**src/rtl/bg_scroller.sv**
```systemverilog
// bg_scroller: parallax background address generator.
// Two-stage pixel pipeline (window/band decode, then scrolled ROM address)
// plus one wrapping horizontal offset per band, advanced on frame ticks.
module bg_scroller #(
  parameter int unsigned IMG_W      = 320,
  parameter int unsigned IMG_H      = 480,
  parameter int unsigned X_OFF      = 160,
  parameter int unsigned NUM_LAYERS = 4,
  parameter int unsigned BASE_SPEED = 1,
  parameter int unsigned ADDR_W     = 19,
  localparam int unsigned LAYER_W   = (NUM_LAYERS > 1) ? $clog2(NUM_LAYERS) : 1
) (
  input  logic               Clk,
  input  logic               Reset,
  input  logic               frame_clk,
  input  logic               scroll_en,
  input  logic [9:0]         DrawX,
  input  logic [9:0]         DrawY,
  input  logic               is_ball,
  input  logic               is_pipe,
  output logic               is_bg,
  output logic [ADDR_W-1:0]  bg_addr,
  output logic [LAYER_W-1:0] layer_idx
);

  localparam int unsigned COL_W = $clog2(IMG_W);
  localparam int unsigned SUM_W = COL_W + 1;

  localparam logic [11:0]      L_XLO    = 12'(X_OFF);
  localparam logic [11:0]      L_XHI    = 12'(X_OFF + IMG_W);
  localparam logic [11:0]      L_YHI    = 12'(IMG_H);
  localparam logic [9:0]       L_BAND_H = 10'(IMG_H / NUM_LAYERS);
  localparam logic [9:0]       L_BMAX   = 10'(NUM_LAYERS - 1);
  localparam logic [SUM_W-1:0] L_WRAP   = SUM_W'(IMG_W);

  // Frame tick detection
  logic r_frame_q;
  logic w_tick;

  // Per-band offsets
  logic [COL_W-1:0] r_off     [NUM_LAYERS];
  logic [SUM_W-1:0] w_sum     [NUM_LAYERS];
  logic [COL_W-1:0] w_off_nxt [NUM_LAYERS];

  // Stage 1
  logic [11:0]        w_x_ext;
  logic [11:0]        w_y_ext;
  logic               w_inwin;
  logic [9:0]         w_q;
  logic [LAYER_W-1:0] w_band;
  logic [COL_W-1:0]   w_col0;

  logic               r_s1_inwin;
  logic [LAYER_W-1:0] r_s1_band;
  logic [COL_W-1:0]   r_s1_col0;
  logic [9:0]         r_s1_y;
  logic               r_s1_ball;
  logic               r_s1_pipe;

  // Stage 2
  logic [COL_W-1:0]  w_off_sel;
  logic [SUM_W-1:0]  w_c_sum;
  logic [COL_W-1:0]  w_col;
  logic [ADDR_W-1:0] w_addr;

  assign w_tick = frame_clk & ~r_frame_q;

  // Next value of every band offset: add its step, wrap once at IMG_W
  always_comb begin
    for (int unsigned k = 0; k < NUM_LAYERS; k++) begin
      w_sum[k]     = {1'b0, r_off[k]} + SUM_W'(BASE_SPEED << k);
      w_off_nxt[k] = (w_sum[k] >= L_WRAP) ? COL_W'(w_sum[k] - L_WRAP)
                                          : w_sum[k][COL_W-1:0];
    end
  end

  // Frame-pulse history and offset registers; reset overrides a coincident tick
  always_ff @(posedge Clk) begin
    if (!Reset) begin
      r_frame_q <= 1'b0;
      for (int unsigned k = 0; k < NUM_LAYERS; k++) r_off[k] <= '0;
    end else begin
      r_frame_q <= frame_clk;
      if (w_tick && scroll_en) begin
        for (int unsigned k = 0; k < NUM_LAYERS; k++) r_off[k] <= w_off_nxt[k];
      end
    end
  end

  // Window test, band select and window-relative column for the incoming pixel
  always_comb begin
    w_x_ext = {2'b00, DrawX};
    w_y_ext = {2'b00, DrawY};
    w_inwin = (w_x_ext >= L_XLO) && (w_x_ext < L_XHI) && (w_y_ext < L_YHI);
    w_q     = DrawY / L_BAND_H;
    w_band  = (w_q >= L_BMAX) ? LAYER_W'(NUM_LAYERS - 1) : w_q[LAYER_W-1:0];
    w_col0  = COL_W'(w_x_ext - L_XLO);
  end

  // Stage-1 pipeline registers
  always_ff @(posedge Clk) begin
    if (!Reset) begin
      r_s1_inwin <= 1'b0;
      r_s1_band  <= '0;
      r_s1_col0  <= '0;
      r_s1_y     <= '0;
      r_s1_ball  <= 1'b0;
      r_s1_pipe  <= 1'b0;
    end else begin
      r_s1_inwin <= w_inwin;
      r_s1_band  <= w_band;
      r_s1_col0  <= w_col0;
      r_s1_y     <= DrawY;
      r_s1_ball  <= is_ball;
      r_s1_pipe  <= is_pipe;
    end
  end

  // Scrolled column (single conditional wrap) and row-major ROM address
  always_comb begin
    w_off_sel = r_off[r_s1_band];
    w_c_sum   = {1'b0, r_s1_col0} + {1'b0, w_off_sel};
    w_col     = (w_c_sum >= L_WRAP) ? COL_W'(w_c_sum - L_WRAP)
                                    : w_c_sum[COL_W-1:0];
    w_addr    = ADDR_W'(r_s1_y) * ADDR_W'(IMG_W) + ADDR_W'(w_col);
  end

  // Stage-2 output registers; address ignores foreground so the ROM read stays valid
  always_ff @(posedge Clk) begin
    if (!Reset) begin
      is_bg     <= 1'b0;
      bg_addr   <= '0;
      layer_idx <= '0;
    end else begin
      is_bg     <= r_s1_inwin & ~r_s1_ball & ~r_s1_pipe;
      bg_addr   <= r_s1_inwin ? w_addr : '0;
      layer_idx <= r_s1_inwin ? r_s1_band : '0;
    end
  end

endmodule

```
**config.mk**
```make
export PLATFORM = sky130hd
export DESIGN_NAME = bg_scroller
export DESIGN_NICKNAME = d
export VERILOG_FILES = /design/src/rtl/bg_scroller.sv
export SDC_FILE = /design/constraint.sdc
export NUM_CORES = 1
export LEC_CHECK = 0
export CORE_MARGIN = 3
export CORE_UTILIZATION = 61
export DETAILED_ROUTE_END_ITERATION = 8
export PLACE_DENSITY = 0.94
export SYNTH_ARGS = -nofsm -noshare
export SYNTH_HDL_FRONTEND = slang
export SYNTH_SLANG_ARGS = --single-unit
```
**constraint.sdc**
```tcl
create_clock -name Clk -period 10.75 [get_ports Clk]
set_input_delay 3.225 -clock Clk [delete_from_list [all_inputs] [get_ports Clk]]
set_output_delay 3.225 -clock Clk [all_outputs]
set_load 0.05 [all_outputs]
```
==> results of run 1 <==
-- flip-flops by register name, summed over array words and instances, names as in the netlist, 2 cells and up --
name	cells
layer_idx	2
bg_addr	19
r_off	30
r_s1_y	10
r_s1_col0	9
r_s1_band	2
-- logic make-up after synthesis --
logic type                 Yosys count
and+or+nand+nor                    215
AOI/OAI and AO/OA                   91
muxes                               10
buffers and inverters               36
adders and majority gates           50
xor gates and xnor gates            45
DFF                                 77
-- metal layers --
metal	GRT usage, %	vias up
li1	-	1970
met3	7.66	58
met1	28.8	2026
met2	47.2	194
met4	13.7	0
met5	0	-
-- layout make-up --
type / count / share of cell area (%)
multi-input combinational: 411 / 52.3
sequential: 77 / 32.3
timing repair buffer: 47 / 8.24
tap: 102 / 2.23
clock buffer: 9 / 2.17
clock inverter: 7 / 1.38
inverter: 21 / 1.38
-- placed cells by master, fill, tap and decap left out, types with 4 or more instances in the layout --
master,synthesis,final
mux4_2,6,6
nor2b_1,11,11
inv_6,0,4
clkbuf_8,0,9
nand2b_1,5,5
xor2_1,20,20
ha_1,45,45
o21ai_0,12,12
nand2_1,33,33
xnor2_1,25,25
a31oi_1,5,5
dfxtp_1,47,47
o211ai_1,4,4
nand4_1,4,4
nand3b_1,6,6
nor3b_1,7,7
and2_1,33,33
a21oi_1,25,25
edfxtp_1,30,30
nor3_1,9,9
inv_1,21,21
nand3_1,22,22
nor2_1,54,54
clkdlybuf4s50_1,0,47
o31ai_1,4,4
and3_1,15,15
a21o_1,8,8
-- metrics by stage --
step	hold WS, ns	worst slack, ns	utilization (%)
floorplan	0.373	5.81	-
global placement	0.382	4.97	70.5
detailed placement	0.387	4.84	70.5
CTS	0.400	5.01	73.1
global route	0.419	4.71	73.1
finish	0.397	5.00	73.1
-- report_power, final --
part / switching, mW / total, mW / internal (mW)
Clock: 0.116 / 0.226 / 0.110
Combinational: 0.0957 / 0.173 / 0.0775
Sequential: 0.0190 / 0.337 / 0.318
-- how the worst max path moves through the flow --
stage	to	slack, ns	cells past startpoint
global route	bg_addr[18]$_SDFF_PN0_	4.71	19
finish	bg_addr[17]$_SDFF_PN0_	5.00	18
global placement	r_off[2][8]$_SDFFCE_PN0P_	4.97	2
CTS	bg_addr[17]$_SDFF_PN0_	5.01	18
detailed placement	r_off[3][6]$_SDFFCE_PN0P_	4.84	5
floorplan	bg_addr[17]$_SDFF_PN0_	5.81	20
-- worst max-delay path, stage by stage, from the launching register on --
cell       delay [ns]
dfxtp_1          0.69
mux4_2           0.61
ha_1             0.36
a21o_1           0.20
a22oi_1          0.22
a21oi_1          0.16
xnor2_1          0.35
ha_1             0.23
nand4b_1         0.11
o41ai_1          0.41
a21oi_1          0.19
mux2i_1          0.33
ha_1             0.24
a21o_1           0.13
a31oi_1          0.14
nor3_1           0.44
nand4bb_4        0.17
or4_1            0.55
a21oi_1          0.15
==> impl_metrics.env, run 1 <==
export IMPL_period_needed_ns=5.75
export IMPL_hold_violations=0
export IMPL_placed_cell_area_mm2=0.00551
export IMPL_portBuffers=47
export IMPL_hp_class="flop to flop"
export IMPL_cts_path_max_buffers=2
export IMPL_synth_nets=598
export IMPL_syn_instance_count=524
export IMPL_cp_start_kind="flop"
export IMPL_r2r_start="r_s1_band[0]$_SDFF_PN0_"
export IMPL_antennaDiodeCount=0
export IMPL_viasPerCell=6.30
export IMPL_fin_setup_tns_ns=0
export IMPL_cap_violations=0
export IMPL_io_pins=48
export IMPL_syn_area_mm2=0.00497
export IMPL_hpwl_um=8570
export IMPL_synth_top_area_share_pct=18.9
export IMPL_tritoncts="built"
export IMPL_start_util_pct=63.6
export IMPL_slew_headroom_pct=18.4
export IMPL_grt_overflow_total=0
export IMPL_hold_start="r_s1_pipe$_SDFF_PN0_"
export IMPL_drtAntennaViolNets=0
export IMPL_criticalPathCategory="flop to flop"
export IMPL_yosys_cell_count_top_type="nor2_1"
export IMPL_ctsHoldBuffers=0
export IMPL_hold_end="is_bg$_SDFF_PN0_"
export IMPL_post_cts_buffers=0
export IMPL_leakage_nw=2.32
export IMPL_fillers=498
export IMPL_finalSetupViolations=0
export IMPL_synth_xor_area_share_pct=7.94
export IMPL_num_vias=4248
export IMPL_synth_area_per_cell_um2=9.48
export IMPL_power_density_mw_per_mm2=129
export IMPL_final_nets=641
export IMPL_power_total_mw=0.736
export IMPL_yosys_area_share_simple_pct=23.1
export IMPL_tightest_slew_ns=1.22
export IMPL_yosysUniqueCellTypes=62
export IMPL_cts_root_buf="clkbuf_8"
export IMPL_maxSlewViolCount=0
export IMPL_ys_top_cells_by_area="dfxtp_1, edfxtp_1, ha_1, xnor2_1, and2_1"
export IMPL_die_y_um=96.2
export IMPL_worstReg2RegEnd="bg_addr[17]$_SDFF_PN0_"
export IMPL_route_met2_wl_um=6080
export IMPL_rsz0062_at_grt="no"
export IMPL_fin_worst_skew_ns=0.0101
export IMPL_fp_dieArea_mm2=0.00926
export IMPL_async_reset_ff_share_pct=0
export IMPL_drt_pass1_iterations=5
export IMPL_routed_wl_um=11900
export IMPL_r2r_cells=18
export IMPL_stdcell_count=674
export IMPL_grt_max_degree=34
export IMPL_synth_compound_area_share_pct=12.7
export IMPL_multi_input_area_mm2=0.00299
export IMPL_clkTransAtPathRegs_ns=0.08
export IMPL_muxShareOfSynthArea_pct=3.55
export IMPL_vdd_ir_drop_max_mv=0.0827
export IMPL_layout_drive_gt1_share_pct=6.29
export IMPL_endpoint_kind="flop"
export IMPL_yosysTopAreaCell="dfxtp_1"
export IMPL_synth_warnings=0
export IMPL_drt_iter0_markers=258
export IMPL_fmax_mhz=174
export IMPL_die_w_um=96.2
export IMPL_status="finished, final reports clean"
export IMPL_route_detailed_drc=0
export IMPL_dp_cells=658
export IMPL_grt_pass1_wl_um=19000
export IMPL_clock_latency_ns=0.36
export IMPL_yosysSeqAreaShare_pct=37.1
export IMPL_synth_top_family_by_area="simple AND/OR/NAND/NOR gates"
export IMPL_startpoint="r_s1_band[0]$_SDFF_PN0_"
export IMPL_synthToLayoutAreaGrowth_pct=15.0
export IMPL_synth_seq_cells=77
export IMPL_top_layer="met4"
export IMPL_post_route_period_util_pct=53.5
export IMPL_grt_pass1_vias=4105
export IMPL_design_area_mm2=0.00571
export IMPL_numCtsBuffers=9
export IMPL_coreArea_mm2=0.00781
export IMPL_htree_num_levels=3
export IMPL_routedWlPerCell_um=17.7
export IMPL_r2r_setup_slack_ns=5.00
export IMPL_placementRows=32
export IMPL_synthFlopType="dfxtp_1"
export IMPL_crit_arrival_ns=6.03
export IMPL_wl_met1_um=4520
export IMPL_worstHoldPathCells=1
export IMPL_synth_edff_count=30
export IMPL_route_met3_wl_um=824
export IMPL_synthAdderAreaFrac_pct=13.0
export IMPL_cts_sinks=77
export IMPL_worst_path_max_fanout=11
export IMPL_grt_use_total_pct=26.7
export IMPL_cts_resized=0
export IMPL_crit_required_ns=11.03
export IMPL_synthTopCellsByCount="nor2_1, dfxtp_1, ha_1, and2_1, nand2_1"
export IMPL_regArea_mm2=0.00184
export IMPL_gp_congestion=0.802
export IMPL_antenna_found_initial=0
Power figures use the tool's default switching activity.
==> inputs of run 2 (changes only) <==
CORE_UTILIZATION = 52   (was 61)
PLACE_DENSITY = 0.86   (was 0.94)
clock period = 4.8 ns   (was 10.75 ns; I/O delays follow)
==> run 2 against run 1 <==
Compared with the run above: sequential cell count unchanged; worst setup slack got worse by 4.9 ns; fmax increased by 22%; via count decreased by 0.82%; final cell count increased by 8.2%; clock skew increased by 0.0075 ns; first-iteration DRC count increased by 20%; register-to-register slack got worse by 4.9 ns; critical path depth increased by 1.
==> impl_metrics.env, run 2 (synthesis results as in run 1) <==
export IMPL_status="finished, final reports clean"
export IMPL_post_route_period_util_pct=98.3
export IMPL_tightest_slew_ns=0.554
export IMPL_stdcell_count=729
export IMPL_power_total_mw=1.76
export IMPL_cap_violations=0
export IMPL_io_pins=48
export IMPL_start_util_pct=53.7
export IMPL_htree_num_levels=3
export IMPL_grt_overflow_total=0
export IMPL_ctsHoldBuffers=0
export IMPL_largest_reg_flops=30
export IMPL_antennaDiodeCount=0
export IMPL_fmax_mhz=212
export IMPL_gp_congestion=0.838
export IMPL_route_detailed_drc=0
export IMPL_hp_class="flop to flop"
export IMPL_layout_drive_gt1_share_pct=14.8
export IMPL_grt_max_degree=33
export IMPL_final_nets=669
export IMPL_drtAntennaViolNets=0
export IMPL_layout_common_cells="nor2_1, clkdlybuf4s50_1, dfxtp_1, ha_1"
export IMPL_p_sw_share_pct=31.1
export IMPL_antenna_found_initial=0
export IMPL_drt_iter0_markers=310
export IMPL_period_needed_ns=4.72
export IMPL_fp_dieArea_mm2=0.0108
export IMPL_dp_cells=704
export IMPL_grt_pass1_wl_um=18900
export IMPL_r2r_cells=19
export IMPL_top_regs="r_off x30, bg_addr x19, r_s1_y x10"
export IMPL_cts_path_max_buffers=2
export IMPL_die_w_um=104
export IMPL_tritoncts="built"
export IMPL_crit_required_ns=5.08
export IMPL_power_frac_clock_pct=30.2
export IMPL_slew_headroom_pct=62.8
export IMPL_die_y_um=104
export IMPL_cp_start_kind="flop"
export IMPL_hpwl_um=8290
export IMPL_endpoint_kind="flop"
export IMPL_routed_wl_um=12600
export IMPL_grt_pass1_vias=4090
export IMPL_p_sw_mw=0.547
export IMPL_power_density_mw_per_mm2=286
export IMPL_intPower_mw=1.21
export IMPL_fin_worst_skew_ns=0.0176
export IMPL_grt_use_total_pct=21.4
export IMPL_combinationalPowerShare_pct=27.5
export IMPL_leakage_nw=2.49
export IMPL_worst_path_max_fanout=6
export IMPL_routedWlPerCell_um=17.2
export IMPL_clock_latency_ns=0.37
export IMPL_hold_violations=0
export IMPL_final_common_cell="nor2_1"
export IMPL_drt_pass1_iterations=5
export IMPL_num_vias=4213
export IMPL_worstHoldPathCells=1
export IMPL_regMostFlops="r_off"
export IMPL_power_frac_seq_pct=42.3
export IMPL_portBuffers=47
export IMPL_cts_sinks=77
export IMPL_placementRows=35
export IMPL_cts_root_buf="clkbuf_8"
export IMPL_numCtsBuffers=9
export IMPL_vdd_ir_drop_max_mv=0.136
export IMPL_finalSetupViolations=0
export IMPL_criticalPathCategory="flop to flop"
export IMPL_coreArea_mm2=0.00924
export IMPL_crit_arrival_ns=5.01
export IMPL_clkTransAtPathRegs_ns=0.09
export IMPL_viasPerCell=5.78
export IMPL_maxSlewViolCount=0
export IMPL_synthToLayoutAreaGrowth_pct=23.7
[run 2: cell count changes in the layout (fill, tap and decap cells not counted), sizes merged]
cell / change
clkbuf: +2
clkinv: +1
buf: +28
inv: -3
[run 2: area by class of cell]
class | count | area (um2)
Sequential cell | 77 | 1850
Inverter | 21 | 78.8
Timing Repair Buffer | 75 | 684
Fill cell | 666 | 3100
Multi-Input combinational cell | 411 | 3160
Clock inverter | 5 | 57.6
Clock buffer | 11 | 153
Tap cell | 129 | 161
[run 2: worst max-delay path: stages, from the launching register on]
cell,delay [ns]
dfxtp_4,0.41
mux4_2,0.55
ha_4,0.29
a21o_1,0.19
a22oi_1,0.28
a21oi_2,0.13
xnor2_2,0.19
ha_2,0.19
nand4b_1,0.13
o41ai_2,0.27
a21oi_2,0.14
mux2i_2,0.20
ha_1,0.31
a21o_1,0.21
a31oi_4,0.13
nor3_2,0.20
buf_4,0.16
nand4bb_4,0.12
or4_1,0.41
a21oi_1,0.12
[run 2: per-layer routing]
| layer | global-route usage (%) | routed length, um | part of all wire, % | vias to the layer above |
|---|---|---|---|---|
| li1 | - | - | - | 2020 |
| met1 | 24.8 | 5010 | 40 | 2000 |
| met2 | 38.2 | 6490 | 52 | 160 |
| met3 | 4.67 | 704 | 5.6 | 33 |
| met4 | 8.83 | 349 | 2.8 | 0 |
| met5 | 0 | 0 | 0 | - |
[run 2: final timing paths]
check | to | start | slack [ns]
worst min register to register | is_bg$_SDFF_PN0_ | r_s1_pipe$_SDFF_PN0_ | 0.41
worst min-delay path | is_bg$_SDFF_PN0_ | r_s1_pipe$_SDFF_PN0_ | 0.41
worst max-delay path | bg_addr[17]$_SDFF_PN0_ | r_s1_band[0]$_SDFF_PN0_ | 0.08
worst max register to register | bg_addr[17]$_SDFF_PN0_ | r_s1_band[0]$_SDFF_PN0_ | 0.08
[run 2: power groups by stage]
stage	registers, mW	logic, mW	clock network (mW)
4_1_cts	0.741	0.409	0.531
2_1_floorplan	0.758	0.269	0
6_report	0.744	0.482	0.530
3_3_place_gp	0.756	0.364	0
3_5_place_dp	0.757	0.383	0
5_1_grt	0.747	0.521	0.562
[run 2: what timing repair did]
item	4_1_cts	5_1_grt
setup endpoints to repair	3	7
pin swaps	2	13
buffers inserted	3	6
resized for setup	9	27
[run 2: metrics by stage]
stage | hold WS, ns | TNS (ns) | utilization (%) | area [um2] | worst slack, ns
after floorplan | 0.373 | 0 | - | 4970 | 0.0720
after global placement | 0.382 | 0 | 61.5 | 5680 | 0.105
after detailed placement | 0.390 | -0.346 | 61.5 | 5680 | -0.148
after CTS | 0.417 | 0 | 64.5 | 5960 | 0.0283
after global routing | 0.419 | -0.254 | 66.5 | 6140 | -0.0956
final | 0.414 | 0 | 66.5 | 6140 | 0.0798
==> inputs of run 3 (changes only) <==
REMOVE_ABC_BUFFERS = 1   (was default)
==> run 3 against run 2 <==
Compared with the run above: sequential power is essentially flat; first-iteration DRC count shrank 7.7%; core utilization shrank 1.6 points; sequential share of layout area grew 0.72 points; critical path depth grew 1; fmax grew 2.9%; cell area shrank 2.5%; non-clock buffer count shrank 6; register-to-register slack gained 0.14 ns; power shrank 5.1%; routed wire length shrank 7.5%; highest routed layer unchanged.
==> impl_metrics.env, run 3 (synthesis results as in run 1) <==
export IMPL_drt_iter0_markers=286
export IMPL_placed_cell_area_mm2=0.00568
export IMPL_status="finished, final reports clean"
export IMPL_finalSetupViolations=0
export IMPL_start_util_pct=53.7
export IMPL_fp_dieArea_mm2=0.0108
export IMPL_intPower_mw=1.16
export IMPL_combinationalPowerShare_pct=26.0
export IMPL_dp_cells=704
export IMPL_hold_end="is_bg$_SDFF_PN0_"
export IMPL_fin_worst_skew_ns=0.0121
export IMPL_fin_setup_tns_ns=0
export IMPL_endpoint_kind="flop"
export IMPL_die_y_um=104
export IMPL_grt_use_total_pct=21.1
export IMPL_hold_violations=0
export IMPL_finish_utilization_pct=64.8
export IMPL_power_density_mw_per_mm2=278
export IMPL_tightest_slew_ns=0.927
export IMPL_multi_input_area_mm2=0.00308
export IMPL_final_common_cell="nor2_1"
export IMPL_viasPerCell=5.88
export IMPL_hpwl_um=8540
export IMPL_grt_pass1_wl_um=18700
export IMPL_portBuffers=47
export IMPL_period_needed_ns=4.59
export IMPL_cts_sinks=77
export IMPL_synthToLayoutAreaGrowth_pct=20.7
export IMPL_tritoncts="built"
export IMPL_r2r_start="r_off[2][3]$_SDFFCE_PN0P_"
export IMPL_post_place_ws_ns=-0.0919
export IMPL_stdcell_count=723
export IMPL_drtAntennaViolNets=0
export IMPL_crit_arrival_ns=4.86
export IMPL_cap_violations=0
export IMPL_drt_pass1_iterations=5
export IMPL_worst_path_max_fanout=5
export IMPL_placementRows=35
export IMPL_slew_headroom_pct=38.1
export IMPL_power_frac_clock_pct=29.4
export IMPL_fmax_mhz=218
export IMPL_hold_start="r_s1_pipe$_SDFF_PN0_"
export IMPL_die_w_um=104
export IMPL_cts_path_max_buffers=2
export IMPL_power_total_mw=1.67
export IMPL_top_regs="r_off x30, bg_addr x19, r_s1_y x10"
export IMPL_gp_congestion=0.928
export IMPL_antennaDiodeCount=0
export IMPL_final_nets=663
export IMPL_regMostFlops="r_off"
export IMPL_leakage_nw=2.44
export IMPL_r2r_cells=20
export IMPL_maxSlewViolCount=0
export IMPL_routed_wl_um=11600
export IMPL_cts_root_buf="clkbuf_8"
export IMPL_cp_start_kind="flop"
export IMPL_routedWlPerCell_um=16.1
export IMPL_fillers=646
export IMPL_grt_overflow_total=0
export IMPL_regArea_mm2=0.00185
export IMPL_hp_class="flop to flop"
export IMPL_htree_num_levels=3
export IMPL_numCtsBuffers=9
export IMPL_whs_ns=0.391
export IMPL_design_area_mm2=0.00599
export IMPL_clock_latency_ns=0.36
export IMPL_fin_ws_ns=0.215
export IMPL_coreArea_mm2=0.00924
export IMPL_worstReg2RegEnd="bg_addr[17]$_SDFF_PN0_"
export IMPL_post_route_period_util_pct=95.5
export IMPL_vdd_ir_drop_max_mv=0.142
export IMPL_layout_drive_gt1_share_pct=12.5
export IMPL_criticalPathCategory="flop to flop"
export IMPL_p_sw_mw=0.504
export IMPL_worstHoldPathCells=1
export IMPL_num_vias=4253
export IMPL_crit_required_ns=5.08
export IMPL_clkTransAtPathRegs_ns=0.08
export IMPL_power_frac_seq_pct=44.6
export IMPL_largest_reg_flops=30
export IMPL_grt_max_degree=33
export IMPL_route_detailed_drc=0
export IMPL_p_sw_share_pct=30.2
export IMPL_antenna_found_initial=0
export IMPL_grt_pass1_vias=4011
export IMPL_layout_common_cells="nor2_1, clkdlybuf4s50_1, dfxtp_1, ha_1"
export IMPL_r2r_setup_slack_ns=0.21
export IMPL_io_pins=48
[run 3: per-layer routing]
metal / global-route usage (%) / wire length [um]
met5: 0 / 0
met4: 6.17 / 190
met3: 5.23 / 708
met2: 37.8 / 5900
met1: 25.1 / 4810
[run 3: worst max-delay path by stage]
stage                                         start                endpoint  slack (ns)  cells after the start
after floorplan             r_s1_band[0]$_SDFF_PN0_  bg_addr[17]$_SDFF_PN0_        0.02                     19
after global placement      r_s1_band[0]$_SDFF_PN0_  bg_addr[17]$_SDFF_PN0_        0.12                     19
after detailed placement    r_s1_band[0]$_SDFF_PN0_  bg_addr[17]$_SDFF_PN0_       -0.09                     19
after CTS                   r_s1_band[0]$_SDFF_PN0_  bg_addr[17]$_SDFF_PN0_        0.01                     19
after global routing        r_s1_band[0]$_SDFF_PN0_  bg_addr[17]$_SDFF_PN0_       -0.09                     21
final                     r_off[2][3]$_SDFFCE_PN0P_  bg_addr[17]$_SDFF_PN0_        0.21                     20
[run 3: cell type report]
| type | count | share of cell area [%] |
|---|---|---|
| clock inverters | 6 | 1.11 |
| repair buffers | 69 | 10.6 |
| inverters | 21 | 1.32 |
| multi-input cells | 411 | 51.3 |
| well taps | 129 | 2.69 |
| flip-flops and latches | 77 | 30.8 |
| clock buffers | 10 | 2.13 |
[run 3: power groups by stage]
stage                     clock [mW]  sequential [mW]  combinational, mW
after floorplan                    0            0.763              0.259
after global placement             0            0.755              0.372
after detailed placement           0            0.757              0.391
after CTS                      0.496            0.742              0.400
after global routing           0.526            0.747              0.473
final                          0.490            0.744              0.433
[run 3: worst max-delay path, cell delays in order, from the launching register on]
cell       delay (ns)
edfxtp_1         0.42
mux4_2           0.48
ha_2             0.31
o21ai_1          0.17
a21oi_2          0.05
o21a_1           0.19
nor2_1           0.18
xnor2_2          0.15
ha_1             0.17
nand4b_1         0.10
o41ai_2          0.25
a21oi_2          0.13
mux2i_2          0.18
ha_1             0.28
a21o_1           0.14
a31oi_1          0.14
nor3_2           0.21
buf_4            0.16
nand4bb_4        0.13
or4_1            0.53
a21oi_1          0.14
[run 3: timing repair]
item,CTS,global route
buffers inserted,1,2
hold buffers,0,0
hold endpoints to repair,0,0
gates cloned,0,0
gates resized for setup,2,17
endpoints found under the setup margin,2,4
pin swaps,1,4
